<file path="src/rtl/instr_field_queue.sv">
// Purpose : DEPTH-entry IF/ID instruction queue presenting decoded MIPS fields of the head entry.
// Latency : 1 cycle push-to-head (0 cycles on an empty queue when IFQ_BYPASS_EN is defined).
// Backpr. : in_ready drops when full or during flush; a full queue blocks pushes even on a same-cycle pop.
//
// Optional feature macro: IFQ_BYPASS_EN (empty-queue fall-through from in_* to out_*).
//
// Ports:
//   clk, reset            rising-edge clock, asynchronous active-high reset
//   flush                 synchronous queue clear on redirect (beats in_valid/out_ready)
//   in_valid/in_ready     fetch-side handshake carrying in_instr and in_pc
//   out_valid/out_ready   decode-side handshake for the head entry
//   out_pc, opcode..funct head PC and R/I/J field slices (all zero when out_valid = 0)
//   imm16, imm26          raw immediates of the head word
//   imm_sext/zext/lui     sign-, zero- and upper-extended imm16
//   count                 number of occupied entries
module instr_field_queue #(
  parameter int DEPTH = 4,
  parameter int PC_W  = 32
) (
  input  logic                       clk,
  input  logic                       reset,
  input  logic                       flush,
  input  logic                       in_valid,
  output logic                       in_ready,
  input  logic [31:0]                in_instr,
  input  logic [PC_W-1:0]            in_pc,
  output logic                       out_valid,
  input  logic                       out_ready,
  output logic [PC_W-1:0]            out_pc,
  output logic [5:0]                 opcode,
  output logic [4:0]                 rs,
  output logic [4:0]                 rt,
  output logic [4:0]                 rd,
  output logic [4:0]                 shamt,
  output logic [5:0]                 funct,
  output logic [15:0]                imm16,
  output logic [25:0]                imm26,
  output logic [31:0]                imm_sext,
  output logic [31:0]                imm_zext,
  output logic [31:0]                imm_lui,
  output logic [$clog2(DEPTH+1)-1:0] count
);

  localparam int AW = $clog2(DEPTH);
  localparam int CW = $clog2(DEPTH+1);
  localparam logic [CW-1:0] FULL_CNT = CW'(DEPTH);

  logic [31:0]     mem_instr [DEPTH];
  logic [PC_W-1:0] mem_pc    [DEPTH];
  logic [AW-1:0]   wr_ptr;
  logic [AW-1:0]   rd_ptr;
  logic [CW-1:0]   cnt;

  logic            empty;
  logic            push;
  logic            pop;
  logic [31:0]     head_instr;
  logic [PC_W-1:0] head_pc;
  logic [31:0]     word;

  assign empty    = (cnt == '0);
  // No write-through when full: in_ready looks only at the current count.
  assign in_ready = (cnt < FULL_CNT) & ~flush;

`ifdef IFQ_BYPASS_EN
  // Empty queue: the incoming instruction is presented directly. If decode
  // takes it this cycle it is never written, otherwise it is stored as usual.
  logic bypass;
  assign bypass     = empty & in_valid & ~flush;
  assign out_valid  = (~empty | bypass) & ~flush;
  assign pop        = ~empty & out_valid & out_ready;
  assign push       = in_valid & in_ready & ~(bypass & out_ready);
  assign head_instr = bypass ? in_instr : mem_instr[rd_ptr];
  assign head_pc    = bypass ? in_pc    : mem_pc[rd_ptr];
`else
  assign out_valid  = ~empty & ~flush;
  assign pop        = out_valid & out_ready;
  assign push       = in_valid & in_ready;
  assign head_instr = mem_instr[rd_ptr];
  assign head_pc    = mem_pc[rd_ptr];
`endif

  // Storage is untouched by flush; stale words are unreachable once pointers reset.
  always_ff @(posedge clk or posedge reset) begin
    if (reset) begin
      for (int i = 0; i < DEPTH; i++) begin
        mem_instr[i] <= '0;
        mem_pc[i]    <= '0;
      end
    end else if (push) begin
      mem_instr[wr_ptr] <= in_instr;
      mem_pc[wr_ptr]    <= in_pc;
    end
  end

  always_ff @(posedge clk or posedge reset) begin
    if (reset) begin
      wr_ptr <= '0;
      rd_ptr <= '0;
      cnt    <= '0;
    end else if (flush) begin
      wr_ptr <= '0;
      rd_ptr <= '0;
      cnt    <= '0;
    end else begin
      // DEPTH is a power of two, so pointers wrap by plain overflow.
      if (push) wr_ptr <= wr_ptr + AW'(1);
      if (pop)  rd_ptr <= rd_ptr + AW'(1);
      case ({push, pop})
        2'b10:   cnt <= cnt + CW'(1);
        2'b01:   cnt <= cnt - CW'(1);
        default: cnt <= cnt;
      endcase
    end
  end

  // An invalid head presents as a nop with PC 0.
  assign word   = out_valid ? head_instr : 32'h0;
  assign out_pc = out_valid ? head_pc : '0;

  assign opcode   = word[31:26];
  assign rs       = word[25:21];
  assign rt       = word[20:16];
  assign rd       = word[15:11];
  assign shamt    = word[10:6];
  assign funct    = word[5:0];
  assign imm16    = word[15:0];
  assign imm26    = word[25:0];
  assign imm_sext = {{16{word[15]}}, word[15:0]};
  assign imm_zext = {16'h0, word[15:0]};
  assign imm_lui  = {word[15:0], 16'h0};
  assign count    = cnt;

endmodule

</file>
<file path="config.mk">
export PLATFORM = sky130hd
export DESIGN_NAME = instr_field_queue
export DESIGN_NICKNAME = d
export VERILOG_FILES = /design/src/rtl/instr_field_queue.sv
export SDC_FILE = /design/constraint.sdc
export NUM_CORES = 1
export LEC_CHECK = 0
export BUFFER_PORTS_ARGS = -buffer_cell sky130_fd_sc_hd__buf_2
export CAP_MARGIN = 10
export CORE_UTILIZATION = 60
export DETAILED_ROUTE_END_ITERATION = 10
export PLACE_DENSITY = 0.86
export SYNTH_ARGS = -nofsm -noshare
export SYNTH_HDL_FRONTEND = slang
export SYNTH_SLANG_ARGS = --single-unit
</file>
<file path="constraint.sdc">
create_clock -name clk -period 16.55 [get_ports clk]
set_input_delay 0.8275 -clock clk [delete_from_list [all_inputs] [get_ports clk]]
set_output_delay 0.8275 -clock clk [all_outputs]
set_load 0.005 [all_outputs]
</file>
==> results by group <==
Status
  • Status: finished clean

STA
  • Final slew viol count: 0
  • RSZ-0062 raised after global routing: no
  • Period utilization: 0.239
  • Setup TNS: 0 ps
  • Worst Tran Pin Value: 1020 ps
  • Setup-failing EPs final: 0
  • Fmax: 253 MHz
  • Final critical-path required period: 3960 ps
  • Hold slack final: 458 ps
  • Final Hold Vio Count: 0
  • Max Clock Skew: 13.5 ps
  • Slew headroom: 0.320

Clock network
  • Root Buffer: clkbuf_16
  • H-tree Lvls: 1
  • TritonCTS Buffers: 28
  • CTS sink cnt: 263
  • Setup Fix Bufs, Post-CTS: 0
  • Hold buffer count at CTS: 0
  • Latest clock arrival within the worst-skew pair: 520 ps
  • CTS tree: done
  • Clk buf depth: 3
  • Post-cts repair resize count: 0
  • Clock transition at path regs: 60 ps

Global routing
  • Grt ovf: 0
  • Initial antenna violation count: 3
  • Global-route wire length before repair: 41100 um
  • Largest net degree at the start of global routing: 136
  • Vias in the first global route: 7584
  • All-layer global routing usage: 0.232

Floorplanning
  • Initial Util: 0.613
  • # rows: 54
  • Die Footprint: 23000 um^2
  • Die width: 152 um
  • Die Y: 152 um
  • Core area: 21900 um^2
  • Io pins: 276

Synth
  • Yosys warning total: 0
  • Synth area leader: dfrtp_1
  • Post-synth top cells: dfrtp_1 (263), mux2_2 (196), buf_4 (144), and2_1 (65), mux4_2 (64)
  • Number of synthesized flops with an enable pin: 0
  • Sequential fraction of the synthesis area: 0.490
  • Asr flop ratio synth: 1.00
  • Syn Std Cell Area: 13400 um^2
  • Synth unique cells: 35
  • Top cells by area, synth: dfrtp_1 (49%), mux2_2 (16%), mux4_2 (11%)
  • Synth Flop Type: dfrtp_1
  • #FFs+latches synth: 263
  • Post-Synthesis Cells: 886
  • Syn Area/Cell: 15.1 um^2
  • Synth top area share: 0.490
  • Count leader, synth: dfrtp_1

Pwr
  • PwrDens: 155 nW/um^2
  • Peak supply drop: 0.0886 mV
  • P_leak: 0.00702 uW

Critical path
  • Slowest-stage cell, CP: dfrtp_4
  • Critical Path, Cell by Cell: buf_4 > mux4_2 > and2_1 > buf_2
  • Crit path max fanout: 40
  • Crit. End Element: output pin
  • Bufs and invs on worst path: 2
  • Startpoint Class: flop
  • Crit-path max cell delay: 880 ps
  • Critical setup path kind: reg2out
  • Arrival time at the worst endpoint: 3130 ps
  • Delay-heaviest family, CP: flip-flops
  • WP data required: 15720 ps

Routing
  • DRC: 0
  • Antenna Nets Post-Route: 0
  • DRT iter0 DRCs: 296
  • Vias: 7317
  • Final wirelength: 25600 um
  • DR WL/cell: 19.6 um
  • Via density: 5.59
  • 1st-pass router iterations: 4

Layout
  • Share of layout cells above drive strength 1: 0.606
  • Nets: 1082
  • P&R area growth vs syn: 8.57%
  • Final Core Density: 0.666

Place
  • Routability Congestion: 0.715
  • Final HPWL DP: 15400 um
  • Port buffer count: 243

Job
  • Max-cap check violation count: 0

Worst hold path
  • Hold crit path type: in2async
==> layout make-up <==
type | instances | area, um^2
Fill cell | 1550 | 7320
Sequential cell | 263 | 6590
Multi-Input combinational cell | 458 | 5410
Timing Repair Buffer | 252 | 1280
Clock buffer | 44 | 832
Tap cell | 280 | 350
Clock inverter | 5 | 75.1
Inverter | 5 | 26.3
Antenna cell | 2 | 5.00
==> cell families (layout without fill, tap and decap cells) <==
kind of cell / Yosys count / count (layout) / synth area share
flip-flops: 263 / 263 / 0.490
multiplexers: 321 / 321 / 0.340
AND/OR/NAND/NOR: 87 / 87 / 0.0406
AO/OA/AOI/OAI: 7 / 7 / 0.00373
other: 1 / 34 / 0.000279
XOR/XNOR: 6 / 6 / 0.00392
adder cells (fa/ha/maj): 5 / 5 / 0.00522
buffers and inverters: 196 / 306 / 0.116
==> final timing paths <==
check	slack, ps	cells after the start	to	start
max	12590	4	imm_sext[23]	rd_ptr[0]
min	460	2	mem_instr[83]	reset
max reg2reg	13700	4	mem_instr[94]	count[2]
min reg2reg	500	1	mem_instr[26]	mem_instr[26]
max in group asynchronous	13910	4	mem_pc[2]	reset
min in group clk	500	1	mem_instr[26]	mem_instr[26]
==> stage by stage <==
| step | instances | power, uW | worst slack [ps] | area (um^2) |
|---|---|---|---|---|
| final | 1309 | 2260 | 12590 | 14600 |
| after global routing | 1309 | 2390 | 12300 | 14600 |
| after CTS | 1307 | 2280 | 12520 | 14600 |
| after detailed placement | 1258 | 1650 | 13090 | 13700 |
| after global placement | 1258 | 1620 | 13120 | 13700 |
| after floorplan | 917 | 1540 | 8480 | 13500 |
==> cells in the final DEF, fill, tap and decap left out, drive strengths merged, types with 3 or more instances in the layout <==
cell type / count
inv: 5
and2: 65
mux2: 256
mux4: 64
clkinv: 3
nor2: 7
clkbuf: 44
dfrtp: 263
xor2: 5
ha: 4
and3: 3
conb: 32
buf: 252
==> metal layers <==
metal	global-route usage	vias up	wire length (um)
met5	0	-	14
met4	0.0634	2	490
met3	0.0383	43	1190
met2	0.393	202	13100
met1	0.311	3850	10800
li1	-	3220	-
==> power by group <==
| part | internal, uW | leakage [uW] | total (uW) | switching, uW |
|---|---|---|---|---|
| Sequential | 893 | 0.00329 | 1030 | 140 |
| Clock | 373 | 0.000445 | 615 | 242 |
| Combinational | 409 | 0.00328 | 607 | 198 |
| Total | 1670 | 0.00702 | 2260 | 581 |
==> registers in the layout (all words and copies together), names as in the netlist <==
signal	flops
count	3
mem_instr	128
mem_pc	128
rd_ptr	2
wr_ptr	2
Note: power is estimated with default switching activity, not from simulation.
